[config.mk]
export PLATFORM = sky130hd
export DESIGN_NAME = dmem_arbiter
export DESIGN_NICKNAME = d
export VERILOG_FILES = /design/src/rtl/dmem_arbiter.sv
export SDC_FILE = /design/constraint.sdc
export NUM_CORES = 1
export LEC_CHECK = 0
export CAP_MARGIN = 40
export CORE_MARGIN = 1.5
export CORE_UTILIZATION = 28
export DETAILED_ROUTE_END_ITERATION = 12
export PLACE_DENSITY_LB_ADDON = 0.12
export SYNTH_ARGS = -nofsm -noshare
export SYNTH_HDL_FRONTEND = slang
export SYNTH_SLANG_ARGS = --single-unit
[constraint.sdc]
create_clock -name clock -period 1.67 [get_ports clock]
set_input_delay 0.501 -clock clock [delete_from_list [all_inputs] [get_ports clock]]
set_output_delay 0.501 -clock clock [all_outputs]
set_load 0.02 [all_outputs]
[src/rtl/dmem_arbiter.sv]
// Data-RAM arbiter: the MEM-stage CPU port owns the RAM by default, and the external port gets single-cycle slots through a 4-phase req/ack handshake.
// Define DMEM_ARB_STARVE_GUARD_EN to enable the bounded-wait starvation guard for the external port.
module dmem_arbiter #(
  parameter int DW       = 32,
  parameter int AW       = 5,
  parameter int MAX_WAIT = 8,
  parameter int CNT_W    = 4
) (
  input  logic          clock,
  input  logic          resetn,
  input  logic          cpu_req,
  input  logic          cpu_we,
  input  logic [AW-1:0] cpu_addr,
  input  logic [DW-1:0] cpu_wdata,
  output logic [DW-1:0] cpu_rdata,
  output logic          cpu_stall,
  input  logic          ext_req,
  input  logic          ext_we,
  input  logic [AW-1:0] ext_addr,
  input  logic [DW-1:0] ext_wdata,
  output logic          ext_ack,
  output logic [DW-1:0] ext_rdata,
  output logic [AW-1:0] ram_addr,
  output logic [DW-1:0] ram_wdata,
  output logic          ram_we,
  input  logic [DW-1:0] ram_rdata
);

  // state  | meaning
  // S_IDLE | CPU owns the RAM; external request may be pending
  // S_EXT  | external port owns the RAM for one cycle; a CPU access stalls
  // S_ACK  | CPU owns the RAM; ext_ack held until ext_req drops

  typedef enum logic [1:0] {
    S_IDLE = 2'd0,
    S_EXT  = 2'd1,
    S_ACK  = 2'd2
  } state_t;

  state_t state_q, state_d;
  logic   guard_fire;

  if (CNT_W < $clog2(MAX_WAIT + 1)) begin : g_bad_cnt_w
    $error("dmem_arbiter: CNT_W too narrow for MAX_WAIT");
  end

`ifdef DMEM_ARB_STARVE_GUARD_EN
  logic [CNT_W-1:0] wait_cnt;

  assign guard_fire = ext_req && (wait_cnt == CNT_W'(MAX_WAIT));

  always_ff @(posedge clock) begin
    if (!resetn) begin
      wait_cnt <= '0;
    end else if (state_q == S_IDLE && state_d == S_EXT) begin
      wait_cnt <= '0;
    end else if (state_q == S_IDLE && ext_req && cpu_req &&
                 wait_cnt != CNT_W'(MAX_WAIT)) begin
      wait_cnt <= wait_cnt + 1'b1;
    end
  end
`else
  assign guard_fire = 1'b0;
`endif

  always_ff @(posedge clock) begin
    if (!resetn) begin
      state_q <= S_IDLE;
    end else begin
      state_q <= state_d;
    end
  end

  always_comb begin
    state_d = state_q;
    case (state_q)
      S_IDLE: if ((ext_req && !cpu_req) || guard_fire) state_d = S_EXT;
      S_EXT:  state_d = S_ACK;
      S_ACK:  if (!ext_req) state_d = S_IDLE;
      default: state_d = S_IDLE;
    endcase
  end

  // ram_we is gated by resetn so that an in-flight external write is dropped
  always_comb begin
    ram_addr  = cpu_addr;
    ram_wdata = cpu_wdata;
    ram_we    = cpu_req && cpu_we && resetn;
    cpu_stall = 1'b0;
    if (state_q == S_EXT) begin
      ram_addr  = ext_addr;
      ram_wdata = ext_wdata;
      ram_we    = ext_we && resetn;
      cpu_stall = cpu_req;
    end
  end

  assign cpu_rdata = ram_rdata;
  assign ext_ack   = (state_q == S_ACK);

  always_ff @(posedge clock) begin
    if (!resetn) begin
      ext_rdata <= '0;
    end else if (state_q == S_EXT) begin
      ext_rdata <= ram_rdata;
    end
  end

endmodule
==> results.json <==
{
  "outcome": "finished with violations",
  "violations": "setup timing",
  "cts.sinks": 34,
  "finalMaxSlewViolations": 0,
  "synth.most_common_cell": "nand2_1",
  "port_buffers": 215,
  "pre_cts_ws_ns": -0.674,
  "ir_drop_uv": 377,
  "async_reset_ff_frac": 0,
  "grt_max_degree": 35,
  "clock_skew_ns": 0.00247,
  "place_hpwl_um": 6090,
  "power.density_nw_per_um2": 552,
  "endpoint_kind": "output pin",
  "syn-num-nets": 415,
  "netlist_instances": 303,
  "fp-row-count": 30,
  "antenna_cells": 0,
  "synth_flop_cell": "dfxtp_1",
  "first_pass_iters": 4,
  "crit_fanout": 8,
  "wl_per_cell_um": 14.7,
  "drt_iter0_drc": 86,
  "synthTopCellsByArea": "dfxtp_1, nand2_1, buf_4, a21boi_1, buf_2",
  "gp_congestion": 0.769,
  "clkLatencyLatePin_ns": 0.28,
  "cts_hold_buf": 0,
  "finalHoldViolCount": 0,
  "vias": 2691,
  "gr-usage-all-layers": 0.203,
  "dieHeight_um": 87.3,
  "grt_pass1_wl_um": 12200,
  "cap_violations": 0,
  "cts_tree": "built",
  "synth_common_cells": "nand2_1, buf_4, dfxtp_1, a21boi_1, buf_2",
  "fin_crit_sh": 1.14,
  "cts.path.max_buffers": 2,
  "viasPerCell": 4.39,
  "die_area_um2": 7620,
  "die_w_um": 87.3,
  "path_clk_slew_ns": 0.07,
  "synth_edf_count": 0,
  "relSlewSlack": 0.799,
  "ios": 216,
  "critPathLaunchType": "flip-flop",
  "netlist_area_um2": 1990,
  "leakage_nw": 2.20,
  "max_freq_mhz": 524,
  "final_nets": 628,
  "cp.required_ns": 1.17,
  "drcViolationCount": 0,
  "antenna_found_initial": 0,
  "yosys.area.top_type": "dfxtp_1",
  "drtAntennaViolNets": 0,
  "routed_wirelength_um": 9020,
  "syn_avg_cell_area_um2": 6.57,
  "yosys_warnings": 0,
  "cp.arrival_ns": 1.41,
  "htreeDepth": 2,
  "core-area_um2": 6830,
  "ys_seq_elements": 34,
  "period_needed_ns": 1.91,
  "yosysSeqAreaShare": 0.342,
  "rsz0062_at_grt": "true",
  "cts_buffers": 5,
  "tightest_slew_ns": 0.302,
  "overflow": 0,
  "start_util": 0.291,
  "first_global_vias": 2408,
  "synth_top_area_frac": 0.342,
  "setup_ws_ns": -0.239,
  "syn_to_final_growth_pct": 129,
  "drive_gt1_frac": 0.333,
  "hp-class": "flip-flop to flip-flop",
  "cts_root_buf": "clkbuf_8",
  "synth_cell_type_count": 13,
  "p_total_w": 0.00252,
  "critical_path_class": "flip-flop to output pin",
  "setup_viol": 39
}
-- power by group --
group	switching, W	internal (W)
logic	0.000466	0.000584
clock network	0.000286	0.000332
registers	0.0000130	0.000838
total	0.000765	0.00175
-- per-stage QoR --
stage	hold WS (ns)	setup TNS (ns)	util	area [um2]	std cells
floorplan	0.531	0	-	1990	303
detailed placement	0.445	-33.47	0.613	4190	593
CTS	0.452	-6.17	0.631	4310	610
global route	0.468	-9.36	0.668	4560	613
finish	0.448	-6.86	0.668	4560	613
global placement	0.440	-33.28	0.613	4190	593
-- worst max-delay path, cell delays in order, from the launching register on --
cell and delay, ns:
dfxtp_4 0.35, buf_6 0.12, nand2b_4 0.19, clkbuf_16 0.20, nand2_1 0.06, nand2_1 0.09, buf_6 0.12
-- kinds of logic (layout without fill, tap and decap cells) --
| group | Yosys count | after routing | synth area share |
|---|---|---|---|
| compound gates | 34 | 34 | 0.127 |
| buf+inv | 51 | 265 | 0.174 |
| flops | 34 | 34 | 0.342 |
| simple gates | 184 | 184 | 0.357 |
-- registers in the layout, indices dropped and copies added (netlist names) --
signal / flops
ext_rdata: 32
state_q: 2
-- area by class of cell --
class,instances,area [um2]
timing repair buffer,257,2540
fill,621,2270
multi-input combinational,218,1130
sequential,34,686
tap,96,120
clock buffer,7,86.3
clock inverter,1,5.00
-- layer usage --
metal / up-vias / global-route usage / part of all wire
met4: 0 / 0.0722 / 0.019
met2: 128 / 0.365 / 0.51
met1: 1214 / 0.223 / 0.38
met3: 12 / 0.0654 / 0.085
li1: 1337 / - / -
met5: - / 0 / 0
-- repair_timing --
action,in CTS,in global routing
endpoints found under the hold margin,0,0
setup endpoints to repair,104,55
gates cloned,3,3
buffers inserted,6,2
gates resized for setup,419,70
pin swaps,3,32
-- final timing paths --
path / from / end / slack (ns) / cells past startpoint
worst max-delay path: state_q[0] / ram_wdata[24] / -0.24 / 6
worst max register to register: state_q[0] / ext_rdata[0] / 0.27 / 7
worst min register to register: ext_rdata[25] / ext_rdata[25] / 0.45 / 2
worst min-delay path: ext_rdata[25] / ext_rdata[25] / 0.45 / 2
-- placed cells by master (no fill, tap or decap) --
master,Yosys,final
clkbuf_1,3,1
and2_4,0,1
a21boi_2,0,1
nand3_1,1,1
a21boi_1,33,32
nand2b_4,0,1
clkinv_2,0,1
nand2_2,0,39
and4b_1,1,1
nor2_1,1,1
buf_16,0,2
clkbuf_16,0,3
a21oi_1,1,1
nand2_4,0,5
buf_4,38,40
dlymetal6s2s_1,0,3
buf_8,0,1
nand2_1,176,132
nor2b_4,0,2
dfxtp_2,0,1
buf_6,0,47
clkdlybuf4s50_1,0,107
clkbuf_8,0,6
dfxtp_4,0,1
buf_12,0,4
dfxtp_1,34,32
dlygate4sd2_1,0,33
buf_2,10,17
nor2b_1,3,1
Power figures use the tool's default switching activity.
